### src/rtl/delay_line_var.sv
`default_nettype none
// ----------------------------------------------------------------------------
// delay_line_var : runtime-programmable delay line (0..MAX_DELAY cycles)
//                  carrying a valid bit with every sample.
// Revision 1.0
// ----------------------------------------------------------------------------
module delay_line_var #(
  parameter int DATA_WIDTH = 8,
  parameter int MAX_DELAY  = 8,
  localparam int DLY_W     = $clog2(MAX_DELAY + 1)
) (
  input  logic                  clk,
  input  logic                  reset,
  input  logic                  en,
  input  logic [DLY_W-1:0]      delay_num,
  input  logic                  in_valid,
  input  logic [DATA_WIDTH-1:0] in_data,
  output logic                  out_valid,
  output logic [DATA_WIDTH-1:0] out_data,
  output logic                  cfg_err
);

  localparam logic [DLY_W-1:0] C_MAX_DLY = DLY_W'(MAX_DELAY);

  logic [MAX_DELAY-1:0]  r_v;
  logic [DATA_WIDTH-1:0] r_d [MAX_DELAY];
  logic [DLY_W-1:0]      r_dly_q;
  logic                  r_cfg_err;
  logic                  r_post_rst;

  logic                  w_over;
  logic [DLY_W-1:0]      w_dly_eff;
  logic                  w_flush;
  logic                  w_sel_v;
  logic [DATA_WIDTH-1:0] w_sel_d;

  assign w_over    = (delay_num > C_MAX_DLY);
  assign w_dly_eff = w_over ? C_MAX_DLY : delay_num;
  assign w_flush   = (w_dly_eff != r_dly_q);

  always_ff @(posedge clk) begin
    if (reset) begin
      r_v        <= '0;
      for (int i = 0; i < MAX_DELAY; i++) begin
        r_d[i] <= '0;
      end
      r_dly_q    <= '0;
      r_cfg_err  <= 1'b0;
      r_post_rst <= 1'b1;
    end else begin
      r_post_rst <= 1'b0;
      if (w_over) begin
        r_cfg_err <= 1'b1;
      end
      if (w_flush) begin
        r_dly_q <= w_dly_eff;
      end
      if (en) begin
        r_v[0] <= in_valid;
        r_d[0] <= in_data;
        for (int i = 1; i < MAX_DELAY; i++) begin
          r_v[i] <= r_v[i-1];
          r_d[i] <= r_d[i-1];
        end
      end
      // Flush overrides the shift for valids; only a freshly captured s[0] survives.
      if (w_flush) begin
        for (int i = 1; i < MAX_DELAY; i++) begin
          r_v[i] <= 1'b0;
        end
        if (!en) begin
          r_v[0] <= 1'b0;
        end
      end
    end
  end

  always_comb begin
    w_sel_v = in_valid;
    w_sel_d = in_data;
    for (int i = 0; i < MAX_DELAY; i++) begin
      if (r_dly_q == DLY_W'(i + 1)) begin
        w_sel_v = r_v[i];
        w_sel_d = r_d[i];
      end
    end
    // dly_q is still 0 right after reset, so the pass-through path must be masked.
    if (r_post_rst) begin
      w_sel_v = 1'b0;
      w_sel_d = '0;
    end
  end

  assign out_valid = w_sel_v;
  assign out_data  = w_sel_d;
  assign cfg_err   = r_cfg_err;

endmodule
`default_nettype wire

### config.mk
export PLATFORM = sky130hd
export DESIGN_NAME = delay_line_var
export DESIGN_NICKNAME = d
export VERILOG_FILES = /design/src/rtl/delay_line_var.sv
export SDC_FILE = /design/constraint.sdc
export NUM_CORES = 1
export LEC_CHECK = 0
export CORE_MARGIN = 2
export CORE_UTILIZATION = 59
export CTS_CLUSTER_SIZE = 40
export DETAILED_ROUTE_END_ITERATION = 8
export GPL_ROUTABILITY_DRIVEN = 0
export PLACE_DENSITY = 0.8
export SLEW_MARGIN = 20
export SYNTH_ARGS = -nofsm -noshare
export SYNTH_HDL_FRONTEND = slang
export SYNTH_SLANG_ARGS = --single-unit
### constraint.sdc
create_clock -name clk -period 3.4 [get_ports clk]
set_clock_uncertainty 0.2 [all_clocks]
set_input_delay 0.51 -clock clk [delete_from_list [all_inputs] [get_ports clk]]
set_output_delay 0.51 -clock clk [all_outputs]
set_load 0.02 [all_outputs]
# ---- Yosys cells after proc, flatten, opt, wreduce, memory -nomap -nowiden
# Memories as Yosys holds them, arrays and structs flattened.
# Index checks and enable logic that the tools add are counted.
dict set report classes {
  n_lt_le_gt_ge 1
  n_eq_ne 9
  muxes 35
  n_bitwise 8
  reduce_logical 1
}
# op count
set ops {}
lappend ops {{$mux W8} 17}
lappend ops {{$mux W1} 17}
lappend ops {{$eq A4 B3 Y1 const B} 4}
lappend ops {{$eq A4 B2 Y1 const B} 2}
lappend ops {{$or A1 B1 Y1} 8}
lappend ops {{$eq A4 B1 Y1 const B} 1}
lappend ops {{$eq A4 B4 Y1 const B} 1}
lappend ops {{$gt A4 B4 Y1 const B} 1}
lappend ops {{$mux W4} 1}
lappend ops {{$ne A4 B4 Y1} 1}
lappend ops {{$reduce_or A2 Y1} 1}
dict set report word_totals {
  register_bits 14
  ram_bits 64
  in_bits 16
  n_memories 1
}
# name words width read_ports rd_ports_with_merged_regs write_ports line_no
set memory_table {}
lappend memory_table {r_d 8 8 8 0 8 26} ;# logic [DATA_WIDTH-1:0] r_d [MAX_DELAY];

# ---- Depth between registers and ports, before layout
dict set report logic_depth {
  word_depth 10
  mapped_depth 7
  mapped_depth_nobuf 5
}

# ---- Worst setup path after synthesis
# Ideal clock, no wire load.
dict set report synth_path {
  path_kind {input port to flip-flop}
  startpoint {in reset}
  endpoint {mem r_d[0][0] (enable)}
  arrival_time_ns 2.112
  slack_ns 0.670
  path_stages 3
  n_path_buf 1
  cell_sequence {clkbuf_1 nor2_1 inv_1}
}
# element line_no
set synth_lines {}
lappend synth_lines {{from (decl)} 13} ;# input logic reset,
lappend synth_lines {{to (decl)} 26}

# ---- Final worst setup path
dict set report layout_path {
  startpoint {reg r_dly_q[0]}
  endpoint {out out_valid}
}
dict set report layout_between {
  elab_chain_len 10
  elab_cells_between_ends 17
  cone_classes {eq/ne (8); mux (9)}
}
# element line_no
set layout_rtl {}
lappend layout_rtl {{from (decl)} 27} ;# logic [DLY_W-1:0] r_dly_q;
lappend layout_rtl {{from (signal assigned)} 56} ;# r_dly_q <= w_dly_eff;
lappend layout_rtl {{$eq A4 B1 Y1} 82} ;# if (r_dly_q == DLY_W'(i + 1)) begin
lappend layout_rtl {{$mux W1 (7 in a row)} 82}
lappend layout_rtl {{$mux W1 (*)} 82}
lappend layout_rtl {{$mux W1 (*)} 88} ;# if (r_post_rst) begin
lappend layout_rtl {{to (decl)} 18} ;# output logic out_valid,
# Every way passes the cells marked *; elsewhere a longest branch is shown, timed or not.

==> results.txt <==
* Cells on worst reg2reg path: 6
- Final critical delay including setup and external delays: 3.26 ns
* Number of enable flip-flop cells after synthesis: 64
* Peak fanout along the critical path: 11
- The number of hold buffers added after CTS was 0.
* Worst skew pair latency: ~0.36 ns
* Synth cell types: 47
* Final setup violation count: 0
- Die boundary width: around 86 µm
- The total overflow left after global routing is 0.
- Proportion of synthesized flip-flops having asynchronous set or reset: 0
- After synthesis, the share of cell area in mux cells is 0.0614.
- Counting flops and latches in the post-synthesis netlist gives 78.
- Entering global routing, the biggest net connects 65 pins.
* Nets: 404
- The die covers 7330 µm².
- TritonCTS built the clock tree.
- The startpoint identified for the worst register-to-register timing path is r_dly_q[1].
* Share of synthesized area occupied by flip-flops and latches: 0.560
- Of the total power, registers draw 0.496.
* Synthesis warning total: 0
- Measured along the y axis, the die boundary spans 85.6 µm.
- For this design the static power due to leakage is 1.68 nW.
* Final standard cell area without fillers: ~4600 µm²
- In this run the core area contains 29 standard-cell rows.
* Fraction of the cycle the final worst path needs: 0.960
* Register clock-pin slew on the reported worst setup and hold paths: about 0.080 ns
- Fraction of final layout cells sized beyond drive strength 1: 0.117
- Of the total synthesized cell area, the portion taken by full adders, half adders and majority gates is 0.
* Via-per-instance ratio: ~6.1
- The path class of the tightest hold or removal check is register to register.
- Once placement finished, the instance area stood at 4280 µm².
* Global-route wire length before repair: 13,500 µm
* Mean instance size in the synthesized netlist: 11.0 µm²
- Based on the critical path, the design can be clocked at up to 306 MHz.
- Area growth from synthesis to layout: 16.1%
- Transition time at the pin with the least slew margin: about 0.46 ns
- For this design the total switching power over the nets is 0.000519 W.
- Sort of element at the end of the critical path: output port
* Sum of net half-perimeters after detailed placement: 5540 µm
* Synthesized netlist cell count: around 360
- In this run the standard cell core region covers ~6400 µm².
- Final Hold Viols: 0
* Final wirelength: roughly 8500 µm
* DRT antenna net count: 0
- The critical path is of the register to output port type.
- Setup_tns: 0 ns
- Deepest clock path buffer count: 2
- Before CTS, the worst setup slack after placement is 0.312 ns.
- Counting every net in the synthesized netlist gives 374.
- Largest family of logic cells by synthesized area: simple AND/OR/NAND/NOR gates
* Initial drt markers: 236
- Worst-case setup margin in the final layout: 0.136 ns
- Setup slack of the worst register-to-register path: roughly 1.7 ns
- Number of max-capacitance violations reported: 0
* Initial cell density of the core: 0.616
* Headroom to the max-slew limit: 0.694
* Routed length per placed instance: about 18 µm
* Post-Synth XOR/XNOR Area: 0.00446
* DRT Pass-1 Iters: 5
- The path with the worst hold slack has its endpoint at cfg_err.
* Via count of the routed design: a little under 3,000
- Share of the synthesized area in compound gates (AO/OA/AOI/OAI): 0.128
- Post-synthesis instance area: 3930 µm²
- The worst hold path begins at cfg_err.
- Final slew viol count: 0
* Combinational share of power: 0.107
- DRC errors left: 0
- IR analysis of the VDD net gives a maximum drop of roughly 0.00035 V.
- Hold Path Cell Cnt: 2
- Count of buffers from port buffering: 25
- Antenna violations before repair: 0
- Run status: finished, final reports clean
- Post-route worst hold slack: about 0.29 ns
* Clock share of power: 0.397
* Worst Setup Start Kind: register
- The H-tree was split into 3 levels.
* Share of total power consumed by net switching: 0.228
* Endpoint of the worst register-to-register path: r_v[3]
- Power density of the placed cells: ~500 nW/µm²
* Diodes inserted: 0
- Internal power comes to 0.00176 W.
* Clock root buffer: sky130_fd_sc_hd__clkbuf_8
* Via count of the first global-routing pass: 2,667
- Data arrival time of the critical path: approximately 2.6 ns
- Ys flop type: sky130_fd_sc_hd__edfxtp_1
- Clock tree synthesis inserted a total of 9 buffers.
- For this design, the sink count on the clock tree is 78.
- Data on the critical path is required at its endpoint by between 2 and 3 ns.
- For this run, the total global-route usage over all layers was measured as 0.241.
* RSZ-0062 raised after global routing: false
- In this run the count of I/O pins placed on the die edge is 26.
* Simple-gate share of the synthesized area: 0.207
-- metrics by stage --
stage	instances	total power, W	util
6_report	470	0.00228	0.715
5_1_grt	470	0.00235	0.715
4_1_cts	469	0.00228	0.712
3_5_place_dp	453	0.00139	0.671
3_3_place_gp	453	0.00138	0.671
2_1_floorplan	358	0.00129	-
-- critical path: stages, from the launching register on --
cell and delay, ns:
sky130_fd_sc_hd__dfxtp_2 0.45, sky130_fd_sc_hd__buf_4 0.19, sky130_fd_sc_hd__buf_4 0.22, sky130_fd_sc_hd__a32oi_1 0.13
sky130_fd_sc_hd__o221ai_1 0.25, sky130_fd_sc_hd__a221oi_2 0.11, sky130_fd_sc_hd__nor3_1 0.21, sky130_fd_sc_hd__clkdlybuf4s50_1 0.64
-- registers in the layout (all words and copies together) (netlist names) --
| signal | cells |
|---|---|
| r_v | 8 |
| r_post_rst | 1 |
| cfg_err | 1 |
| r_d | 64 |
| r_dly_q | 4 |
-- metal layers --
layer  routed length, µm  share of wire  vias up  track usage
met1                3760           0.44     1398        0.347
met5                   0              0        -            0
li1                    -              -     1351            -
met3                 642          0.076       12       0.0635
met4                 104          0.012        0       0.0823
met2                3940           0.47      123        0.359
-- layout make-up --
cell class                 count  area [µm²]
sequential                    78        2210
fill                         465        1820
multi-input combinational    251        1580
timing repair buffer          43         398
clock inverter                 7         136
clock buffer                   9         124
tap                           77        96.3
inverter                       5        18.8
-- synthesized netlist by cell type (6+ instances only) --
cell / count / area [µm²]
sky130_fd_sc_hd__o21ai_1: 9 / 45.0
sky130_fd_sc_hd__and2_1: 51 / 319
sky130_fd_sc_hd__a211oi_1: 6 / 45.0
sky130_fd_sc_hd__nor2_1: 20 / 75.1
sky130_fd_sc_hd__a21oi_1: 20 / 100
sky130_fd_sc_hd__buf_2: 9 / 45.0
sky130_fd_sc_hd__nand2_1: 31 / 116
sky130_fd_sc_hd__mux2i_1: 23 / 230
sky130_fd_sc_hd__o31ai_1: 7 / 52.6
sky130_fd_sc_hd__nand3_1: 10 / 50.1
sky130_fd_sc_hd__o21ai_0: 10 / 50.1
sky130_fd_sc_hd__nor2b_1: 21 / 131
sky130_fd_sc_hd__clkbuf_1: 9 / 33.8
sky130_fd_sc_hd__edfxtp_1: 64 / 1920
sky130_fd_sc_hd__dfxtp_1: 14 / 280
-- power by group through the flow --
stage	logic [W]	clock network (W)	registers, W
CTS	0.000240	0.000909	0.00113
global route	0.000263	0.000947	0.00114
floorplan	0.000156	0	0.00113
detailed placement	0.000239	0	0.00115
finish	0.000243	0.000905	0.00113
global placement	0.000233	0	0.00115
-- cell families after synthesis --
family,Yosys count
AND/OR/NAND/NOR,148
flip-flops,78
AO/OA/AOI/OAI,77
buffers and inverters,29
multiplexers,24
XOR/XNOR,2
-- cells in the final DEF (no fill, tap or decap), types with 17 or more instances in the layout --
cell | Yosys | final
sky130_fd_sc_hd__and2_1 | 51 | 51
sky130_fd_sc_hd__a21oi_1 | 20 | 20
sky130_fd_sc_hd__edfxtp_1 | 64 | 64
sky130_fd_sc_hd__nor2b_1 | 21 | 21
sky130_fd_sc_hd__nor2_1 | 20 | 19
sky130_fd_sc_hd__buf_4 | 2 | 17
sky130_fd_sc_hd__nand2_1 | 31 | 31
sky130_fd_sc_hd__mux2i_1 | 23 | 23
sky130_fd_sc_hd__clkdlybuf4s50_1 | 0 | 25
-- worst max-delay path by stage --
stage	end	startpoint	cells after the start	slack [ns]
finish	out_valid	r_dly_q[0]	7	0.14
global placement	out_data[0]	in_data[0]	6	0.38
detailed placement	out_data[4]	r_dly_q[1]	7	0.31
floorplan	r_d[0][0]	reset	3	0.67
global route	out_valid	r_dly_q[0]	7	0.01
CTS	out_valid	r_dly_q[3]	6	0.006
-- what timing repair did --
item                                    in CTS  in global routing
setup buffers                                0                  1
gates cloned                                 0                  0
pin swaps                                    0                  1
endpoints found under the setup margin       7                  8
resized for setup                            1                  6
Note: power is estimated with default switching activity, not from simulation.
